`src/rtl/mux_rr_n.sv`:
```
// N-input valid/ready multiplexer with a registered output stage.
// Channels are picked either by an external select or by a round-robin pointer.
module mux_rr_n #(
  parameter int WIDTH    = 15,
  parameter int CHANNELS = 4,
  parameter int SELW     = 2
) (
  input  logic                      clk,
  input  logic                      rst,
  input  logic                      mode,
  input  logic [SELW-1:0]           sel,
  input  logic [CHANNELS-1:0]       in_valid,
  input  logic [CHANNELS*WIDTH-1:0] in_data,
  output logic [CHANNELS-1:0]       in_ready,
  output logic                      out_valid,
  output logic [WIDTH-1:0]          out_data,
  output logic [SELW-1:0]           out_ch,
  input  logic                      out_ready
);

  localparam logic [SELW-1:0] LAST_CH = SELW'(CHANNELS - 1);

  logic                load_s;
  logic                xfer_s;
  logic                fx_hit_s;
  logic                lo_hit_s;
  logic [SELW-1:0]     lo_g_s;
  logic                hi_hit_s;
  logic [SELW-1:0]     hi_g_s;
  logic                rr_hit_s;
  logic [SELW-1:0]     rr_g_s;
  logic                grant_hit_s;
  logic [SELW-1:0]     grant_g_s;
  logic [WIDTH-1:0]    gnt_data_s;
  logic [CHANNELS-1:0] in_ready_s;

  logic                out_valid_q, out_valid_d;
  logic [WIDTH-1:0]    out_data_q,  out_data_d;
  logic [SELW-1:0]     out_ch_q,    out_ch_d;
  logic [SELW-1:0]     ptr_q,       ptr_d;

  assign load_s = !out_valid_q || out_ready;

  // Grant evaluation for both modes; an out-of-range sel simply never matches
  always_comb begin
    fx_hit_s = 1'b0;
    lo_hit_s = 1'b0;
    lo_g_s   = '0;
    hi_hit_s = 1'b0;
    hi_g_s   = '0;
    for (int i = 0; i < CHANNELS; i++) begin
      if (in_valid[i] && (sel == SELW'(i))) begin
        fx_hit_s = 1'b1;
      end else begin
        fx_hit_s = fx_hit_s;
      end
    end
    // Descending scan leaves the lowest valid index overall (lo) and the
    // lowest valid index at or above ptr (hi); hi wins, lo is the wrap-around.
    for (int i = CHANNELS - 1; i >= 0; i--) begin
      if (in_valid[i]) begin
        lo_hit_s = 1'b1;
        lo_g_s   = SELW'(i);
        if (SELW'(i) >= ptr_q) begin
          hi_hit_s = 1'b1;
          hi_g_s   = SELW'(i);
        end else begin
          hi_hit_s = hi_hit_s;
          hi_g_s   = hi_g_s;
        end
      end else begin
        lo_hit_s = lo_hit_s;
      end
    end
    rr_hit_s = hi_hit_s || lo_hit_s;
    rr_g_s   = hi_hit_s ? hi_g_s : lo_g_s;
    if (mode) begin
      grant_hit_s = rr_hit_s;
      grant_g_s   = rr_g_s;
    end else begin
      grant_hit_s = fx_hit_s;
      grant_g_s   = sel;
    end
  end

  // Data select and per-channel ready for the granted channel
  always_comb begin
    xfer_s     = !rst && load_s && grant_hit_s;
    gnt_data_s = '0;
    in_ready_s = '0;
    for (int i = 0; i < CHANNELS; i++) begin
      in_ready_s[i] = xfer_s && (grant_g_s == SELW'(i));
      if (grant_g_s == SELW'(i)) begin
        gnt_data_s = in_data[i*WIDTH +: WIDTH];
      end else begin
        gnt_data_s = gnt_data_s;
      end
    end
  end

  assign in_ready = in_ready_s;

  // Next state of the output register and the round-robin pointer
  always_comb begin
    out_valid_d = out_valid_q;
    out_data_d  = out_data_q;
    out_ch_d    = out_ch_q;
    ptr_d       = ptr_q;
    if (xfer_s) begin
      out_valid_d = 1'b1;
      out_data_d  = gnt_data_s;
      out_ch_d    = grant_g_s;
      if (mode) begin
        ptr_d = (grant_g_s == LAST_CH) ? '0 : grant_g_s + SELW'(1'b1);
      end else begin
        ptr_d = ptr_q;
      end
    end else if (load_s) begin
      out_valid_d = 1'b0;
    end else begin
      out_valid_d = out_valid_q;
    end
  end

  // State registers with synchronous reset
  always_ff @(posedge clk) begin
    if (rst) begin
      out_valid_q <= 1'b0;
      out_data_q  <= '0;
      out_ch_q    <= '0;
      ptr_q       <= '0;
    end else begin
      out_valid_q <= out_valid_d;
      out_data_q  <= out_data_d;
      out_ch_q    <= out_ch_d;
      ptr_q       <= ptr_d;
    end
  end

  assign out_valid = out_valid_q;
  assign out_data  = out_data_q;
  assign out_ch    = out_ch_q;

endmodule

```
`config.mk`:
```
export PLATFORM = sky130hd
export DESIGN_NAME = mux_rr_n
export DESIGN_NICKNAME = d
export VERILOG_FILES = /design/src/rtl/mux_rr_n.sv
export SDC_FILE = /design/constraint.sdc
export NUM_CORES = 1
export LEC_CHECK = 0
export ABC_AREA = 1
export CAP_MARGIN = 20
export CORE_MARGIN = 5
export CORE_UTILIZATION = 45
export CTS_CLUSTER_DIAMETER = 200
export CTS_CLUSTER_SIZE = 40
export DETAILED_ROUTE_END_ITERATION = 12
export DONT_BUFFER_PORTS = 1
export PLACE_DENSITY_LB_ADDON = 0.15
export RECOVER_POWER = 100
export SYNTH_ARGS = -nofsm -noshare
export SYNTH_HDL_FRONTEND = slang
export SYNTH_SLANG_ARGS = --single-unit
export TNS_END_PERCENT = 30
```
`constraint.sdc`:
```
create_clock -name clk -period 5.15 [get_ports clk]
set_input_delay 0.7725 -clock clk [delete_from_list [all_inputs] [get_ports clk]]
set_output_delay 0.7725 -clock clk [all_outputs]
set_load 0.1 [all_outputs]
```
== Yosys cells after proc, flatten, opt, wreduce, memory -nomap -nowiden ==
Index checks and enable logic that the tools add are counted.

* Register bits: 20
* Bits of input ports: 70
* Output and inout port bits: 22
* Word-level logic and storage cells: 71

* Eq/ne operators: 6
* Add/subtract/negate cells: 1
* Multiplexer cells: 38
* Reduce and logical (&&, ||, !) cells: 18
* Magnitude comparators: 4

{| class="wikitable"
|+ Operators by type and width
! cell !! count
|-
| $mux W15 || 4
|-
| $mux W2 || 15
|-
| $mux W1 || 19
|-
| $logic_and A1 B1 Y1 || 10
|-
| $eq A2 B2 Y1 const B || 4
|-
| $eq A2 B1 Y1 const B || 2
|-
| $ge A1 B2 Y1 const A || 2
|-
| $ge A2 B2 Y1 const A || 2
|-
| $logic_not A2 Y1 || 2
|-
| $add A2 B1 Y2 const B || 1
|-
| $logic_not A1 Y1 || 2
|-
| $logic_or A1 B1 Y1 || 2
|-
| $reduce_and A2 Y1 || 1
|-
| $reduce_bool A2 Y1 || 1
|}

== Depth between registers and ports, before layout ==
Gate-level depths: netlist of the first run.

* Depth after elaboration: 16
* Depth in mapped cells: 17

== Worst setup path after synthesis of the first run ==
No wires, ideal clock.

* Kind: input-to-output
* From: input in_valid[1]
* To: output in_ready[2]
* Stages: 12
* Arrival time: 3160 ps
* Path slack: 1217 ps
* Path buffers: 2
* Cell sequence: inv_1 -> nor2_1 -> a21oi_1 -> nand3_1 -> nand2_1 -> nand2_1 -> inv_1 -> ha_1 -> clkbuf_2 -> inv_1 -> buf_2 -> nor2_1

* Longest elaborated chain between the ends: 7
* Elaborated cells between the ends (all ways): 21
* Those cells by class: eq/ne: 1; mux: 16; reduce/logical: 4

{| class="wikitable"
|+ RTL lines
! what !! RTL line !! RTL
|-
| start: declaration || 12 || <nowiki>input logic [CHANNELS-1:0] in_valid,</nowiki>
|-
| $mux W2 / $mux W1 (equally long branches) || 61 || <nowiki>if (in_valid[i]) begin</nowiki>
|-
| $mux W2 / $mux W1 (equally long branches) || 64 || <nowiki>if (SELW'(i) >= ptr_q) begin</nowiki>
|-
| $mux W2 / $mux W1 (equally long branches) || 61 ||
|-
| $mux W2 (*) || 76 || <nowiki>rr_g_s = hi_hit_s ? hi_g_s : lo_g_s;</nowiki>
|-
| $mux W2 (*) || 77 || <nowiki>if (mode) begin</nowiki>
|-
| via grant_g_s[0] || 33 || <nowiki>logic [SELW-1:0] grant_g_s;</nowiki>
|-
| $eq A2 B2 Y1 (*) || 92 || <nowiki>in_ready_s[i] = xfer_s && (grant_g_s == SELW'(i));</nowiki>
|-
| $logic_and A1 B1 Y1 (*) || 92 ||
|-
| end: declaration || 14 || <nowiki>output logic [CHANNELS-1:0] in_ready,</nowiki>
|}

Mark *: on every way through the listed nets, which the timed path passes. The rest lies on a longest branch.

== Final worst setup path of the first run ==
* From: register out_valid_q (netlist: out_valid)
* To: output in_ready[1]

* Longest elaborated chain between the ends: 5

{| class="wikitable"
|+ RTL lines
! what !! RTL line !! RTL
|-
| start: declaration || 37 || <nowiki>logic out_valid_q, out_valid_d;</nowiki>
|-
| start signal: assignment || 133 || <nowiki>out_valid_q <= out_valid_d;</nowiki>
|-
| $logic_not A1 Y1 || 42 || <nowiki>assign load_s = !out_valid_q || out_ready;</nowiki>
|-
| $logic_or A1 B1 Y1 || 42 ||
|-
| $logic_and A1 B1 Y1 (2 in series) || 88 || <nowiki>xfer_s = !rst && load_s && grant_hit_s;</nowiki>
|-
| $logic_and A1 B1 Y1 || 92 ||
|}

Every way passes these cells.

==> impl_metrics.toml, run 1 <==
[power]
p_clk_share_pct = 14.4
combPwrFrac_pct = 29.9
power.density_nw_per_um2 = 321
vdd_drop_max_mv = 0.172
power_frac_seq_pct = 55.7
p_int_uw = 248
sw_frac_of_total_pct = 51.6
leakagePower_uw = 0.000828
switchingPower_uw = 265

[worst_setup_path]
critPathMaxFanout = 25
required_ns = 4.38
r2r_setup_slack_ns = 2.22
critPathKind = "flop to output pin"
crit_arrival_ns = 3.47
crit_path_end_kind = "output pin"
start_kind = "flop"

[logic_synthesis]
syn_area_per_cell_um2 = 5.67
yosys_warnings = 0
ys.flop_type = "dfxtp_1"
synth.distinct_cells = 19
synth_fp_nets = 355
ys_ff_latch = 20
synth_area_um2 = 1590
synthCells = 281
synth_edf_count = 0
seq_area_frac_synth_pct = 25.1
synth_async_sr_flop_share_pct = 0

[clock_network]
hold_buffers = 0
clock-sinks = 20
cts_buffers = 3
ctsResizeCount = 0
clkTransAtPathRegs_ns = 0.10
cts_root_buffer = "clkbuf_4"
clk_latency_ns = 0.30
clk_path_buf_depth = 2
h-tree-depth = 1
post_cts_buffers = 0
cts_tree = "done"

[global_routing]
grt_start_max_net_pins = 26
grt_antenna_before_repair = 0
grt_pass1_wl_mm = 6.86
grtUsageTotal_pct = 17.3
grt_overflow = 0
grt_pass1_vias = 1490

[finish]
nets = 348
mostFrequentLayoutCells = "105 x nand2_1, 34 x nor2_1, 31 x inv_1"
drive_above_1_share_pct = 5.88
diodes = 0
area.growth.synth_to_final_pct = 0.0786
final_common_cell = "nand2_1"

[floorplanning]
core_area_um2 = 3390
dieArea_um2 = 4830
fp.dieW_um = 69.5
ios = 92
fp-row-count = 21
initial_utilization_pct = 47.0
die_height_um = 69.5

[detailed_routing]
drt-initial-drc-count = 79
drt_drc_violations_left = 0
route.detailed.wl_per_inst_um = 13.7
routed_wl_mm = 4.34
vias = 1638
via_per_inst = 5.15
antenna_left = 0
dr.pass1.iters = 4

[placed_design]
io_buffers = 0
place_hpwl_mm = 3.43
routabilityCongestion = 0.834

[timing]
max_freq_ghz = 0.236
fin_tns_setup_ns = 0
max_slew_margin_pct = -15.5
period_needed_ns = 4.24
slew_viol_final = 1
post-route-period-util_pct = 82.3
hold_viol_final = 0
fin_hold_ws_ns = 0.510
setup_viol = 0
rsz0062_at_grt = "no"
skew_ns = 0.00177
worst_pin_slew_ns = 1.73

[flow_run]
cap_viol_max_count = 1

[outcome]
status = "finished with violations"
failed_checks = "max-capacitance violations, max-slew violations"

[min_path]
hold_class = "flop to flop"
-- kinds of logic after synthesis --
| kind of cell | after synthesis | synth area share [%] |
|---|---|---|
| simple gates | 173 | 44.5 |
| buf+inv | 49 | 13.9 |
| flops | 20 | 25.1 |
| compound gates | 35 | 13.4 |
| fa+ha+maj | 4 | 3.14 |
-- worst max-delay path: stages, from the launching register on --
cell and delay, ns:
dfxtp_1 0.67, a21oi_1 0.35, nand2_1 0.08, inv_1 0.05, nand2_1 0.48, clkbuf_1 0.48, nor2_2 0.16, clkbuf_1 0.88
-- Yosys cell counts, types with 3 or more instances --
master	number	share of area, %
a21oi_1	20	6.3
ha_1	4	3.1
nor2_1	35	8.2
clkbuf_1	3	0.71
clkbuf_2	3	0.94
nand2_1	104	25
inv_1	31	7.3
dfxtp_1	20	25
buf_6	3	2.1
o211ai_1	15	7.1
buf_2	6	1.9
nand3_1	22	6.9
nor2_2	9	3.5
-- final timing paths --
| path | start | depth (start not counted) | endpoint |
|---|---|---|---|
| max | out_valid | 7 | in_ready[1] |
| min | ptr_q[1] | 2 | ptr_q[1] |
| max reg2reg | out_valid | 8 | out_data[1] |
| min reg2reg | ptr_q[1] | 2 | ptr_q[1] |
-- layer usage --
metal | wire, um | share of wire (%) | GRT usage, % | vias up
met5 | 0 | 0 | 0 | -
met4 | 31 | 0.71 | 3.25 | 0
met3 | 526 | 12 | 8.12 | 4
met2 | 2170 | 50 | 31.0 | 63
met1 | 1610 | 37 | 18.6 | 716
li1 | - | - | - | 855
-- registers in the layout, indices dropped and copies added (netlist names) --
| register | count |
|---|---|
| out_data | 15 |
| ptr_q | 2 |
| out_valid | 1 |
| out_ch | 2 |
-- through the flow --
| step | worst slack, ns | area [um2] | util [%] | instances | power [uW] |
|---|---|---|---|---|---|
| floorplan | 1.22 | 1590 | - | 281 | 423 |
| global placement | 1.58 | 1590 | 47.0 | 315 | 446 |
| detailed placement | 1.52 | 1590 | 47.0 | 315 | 447 |
| CTS | 1.52 | 1620 | 47.7 | 318 | 521 |
| global route | 0.714 | 1590 | 47.0 | 318 | 547 |
| finish | 0.911 | 1590 | 47.0 | 318 | 512 |
-- power by group through the flow --
stage	logic [uW]	clock network (uW)	registers [uW]
after global routing	177	83.4	287
after global placement	156	0	290
after CTS	158	76.8	286
after detailed placement	158	0	290
after floorplan	137	0	286
final	153	73.7	286
-- final cells by class --
class / instances / area, um2
clock buffer: 3 / 22.5
timing repair buffer: 4 / 18.8
fill: 411 / 1800
multi-input combinational: 212 / 971
inverter: 33 / 124
tap: 46 / 57.6
sequential: 20 / 400
No activity file was read; power rests on OpenSTA's default activity.
==> inputs of run 2 (changes only) <==
==> constraint.sdc (replaced) <==
create_clock -name clk -period 3.55 [get_ports clk]
set_input_delay 0.5325 -clock clk [delete_from_list [all_inputs] [get_ports clk]]
set_output_delay 0.5325 -clock clk [all_outputs]
set_load 0.1 [all_outputs]
==> run 2 against run 1 <==
The run now ends clean. Die area stayed put. Power rose by 50%. Core utilization rose by 1.4 points. Final cell count rose by 1.6%. Worst setup slack lost 0.60 ns. Clock-buffer cell count increased by 1. Non-clock buffer count up 4. Wire length decreased by 0.48%. Register-to-register slack lost 1.2 ns. Sequential share of layout area fell by 0.75 points. First-iteration DRC count up 24%.
==> impl_metrics.toml, run 2 (synthesized netlist as in run 1, its figures left out) <==
[outcome]
status = "complete, no violations"

[power]
power.density_nw_per_um2 = 469
vdd_drop_max_mv = 0.298
p_clk_share_pct = 17.0
p_int_uw = 386
leakagePower_uw = 0.000863
combPwrFrac_pct = 30.2
power_frac_seq_pct = 52.8
switchingPower_uw = 384
sw_frac_of_total_pct = 49.9

[timing]
slew_viol_final = 0
hold_viol_final = 0
skew_ns = 0.00697
max_slew_margin_pct = 17.1
period_needed_ns = 3.24
fin_tns_setup_ns = 0
setup_viol = 0
rsz0062_at_grt = "no"
post-route-period-util_pct = 91.2
fin_ws_ns = 0.311
worst_pin_slew_ns = 1.24
max_freq_ghz = 0.309

[clock_network]
clkTransAtPathRegs_ns = 0.10
cts_tree = "done"
h-tree-depth = 1
hold_buffers = 0
clk_latency_ns = 0.30
post_cts_buffers = 0
clock-sinks = 20
clk_path_buf_depth = 2
cts_root_buffer = "clkbuf_4"
cts_buffers = 3
ctsResizeCount = 0

[detailed_routing]
drt-initial-drc-count = 98
route.detailed.wl_per_inst_um = 13.4
vias = 1630
antenna_left = 0
drt_drc_violations_left = 0
via_per_inst = 5.05
dr.pass1.iters = 4
routed_wl_mm = 4.32

[finish]
largest_reg_flops = 15
final_common_cell = "nand2_1"
mostFrequentLayoutCells = "104 x nand2_1, 34 x nor2_1, 31 x inv_1"
drive_above_1_share_pct = 8.66
diodes = 0
nets = 352
nFillCells = 390
area.growth.synth_to_final_pct = 3.14

[floorplanning]
core_area_um2 = 3390
initial_utilization_pct = 47.0
dieArea_um2 = 4830
fp-row-count = 21
die_height_um = 69.5
ios = 92
fp.dieW_um = 69.5

[global_routing]
grt_start_max_net_pins = 23
grt_pass1_wl_mm = 7.04
grtUsageTotal_pct = 17.5
grt_pass1_vias = 1559
grt_antenna_before_repair = 0
grt_overflow = 0

[placed_design]
io_buffers = 0
place_ws_ns = 0.581
routabilityCongestion = 0.843
place_hpwl_mm = 3.45

[worst_setup_path]
required_ns = 3.02
crit_arrival_ns = 2.71
r2r_setup_slack_ns = 0.98
critPathKind = "flop to output pin"
critPathMaxFanout = 16
start_kind = "flop"
crit_path_end_kind = "output pin"

[flow_run]
cap_viol_max_count = 0

[min_path]
hold_class = "input pin to flop"
run 2: worst paths after layout:
check,to,depth (start not counted),from
max reg2reg,out_data[4],14,ptr_q[1]
min reg2reg,ptr_q[1],2,ptr_q[1]
max,in_ready[1],10,ptr_q[1]
min,out_valid,1,rst
run 2: through the flow:
step / std cells / hold WS, ns / total power, uW / util (%) / instance area [um2]
finish: 323 / 0.287 / 770 / 48.5 / 1640
global route: 323 / 0.262 / 826 / 48.5 / 1640
CTS: 323 / 0.270 / 787 / 48.9 / 1660
detailed placement: 319 / 0.500 / 652 / 47.9 / 1620
global placement: 319 / 0.492 / 651 / 47.9 / 1620
floorplan: 281 / 0.465 / 614 / - / 1590
run 2: per-layer routing:
metal | track usage [%] | part of all wire, % | up-vias
li1 | - | - | 864
met1 | 19.6 | 38 | 700
met2 | 31.6 | 50 | 64
met3 | 7.97 | 12 | 2
met4 | 1.30 | 0.19 | 0
met5 | 0 | 0 | -
run 2: power by group through the flow:
stage / Sequential (uW) / Clock (uW) / Combinational (uW)
3_5_place_dp: 413 / 0 / 239
2_1_floorplan: 415 / 0 / 199
3_3_place_gp: 413 / 0 / 237
5_1_grt: 410 / 147 / 269
6_report: 407 / 131 / 233
4_1_cts: 408 / 138 / 240
run 2: cell type report:
class                      instances  area (um2)  area share, %
tap                               46        57.6           3.50
timing repair buffer               8        51.3           3.12
inverter                          33         124           7.54
sequential                        20         400           24.4
multi-input combinational        212         973           59.3
clock buffer                       4        36.3           2.21
run 2: worst max-delay path, cell delays in order (launching register included):
cell     delay, ns
dfxtp_1       0.39
nand2_1       0.09
a21oi_1       0.17
nand2_1       0.08
nand3_1       0.07
nand2_1       0.11
inv_1         0.10
ha_1          0.50
inv_1         0.40
nor2_2        0.19
buf_4         0.30
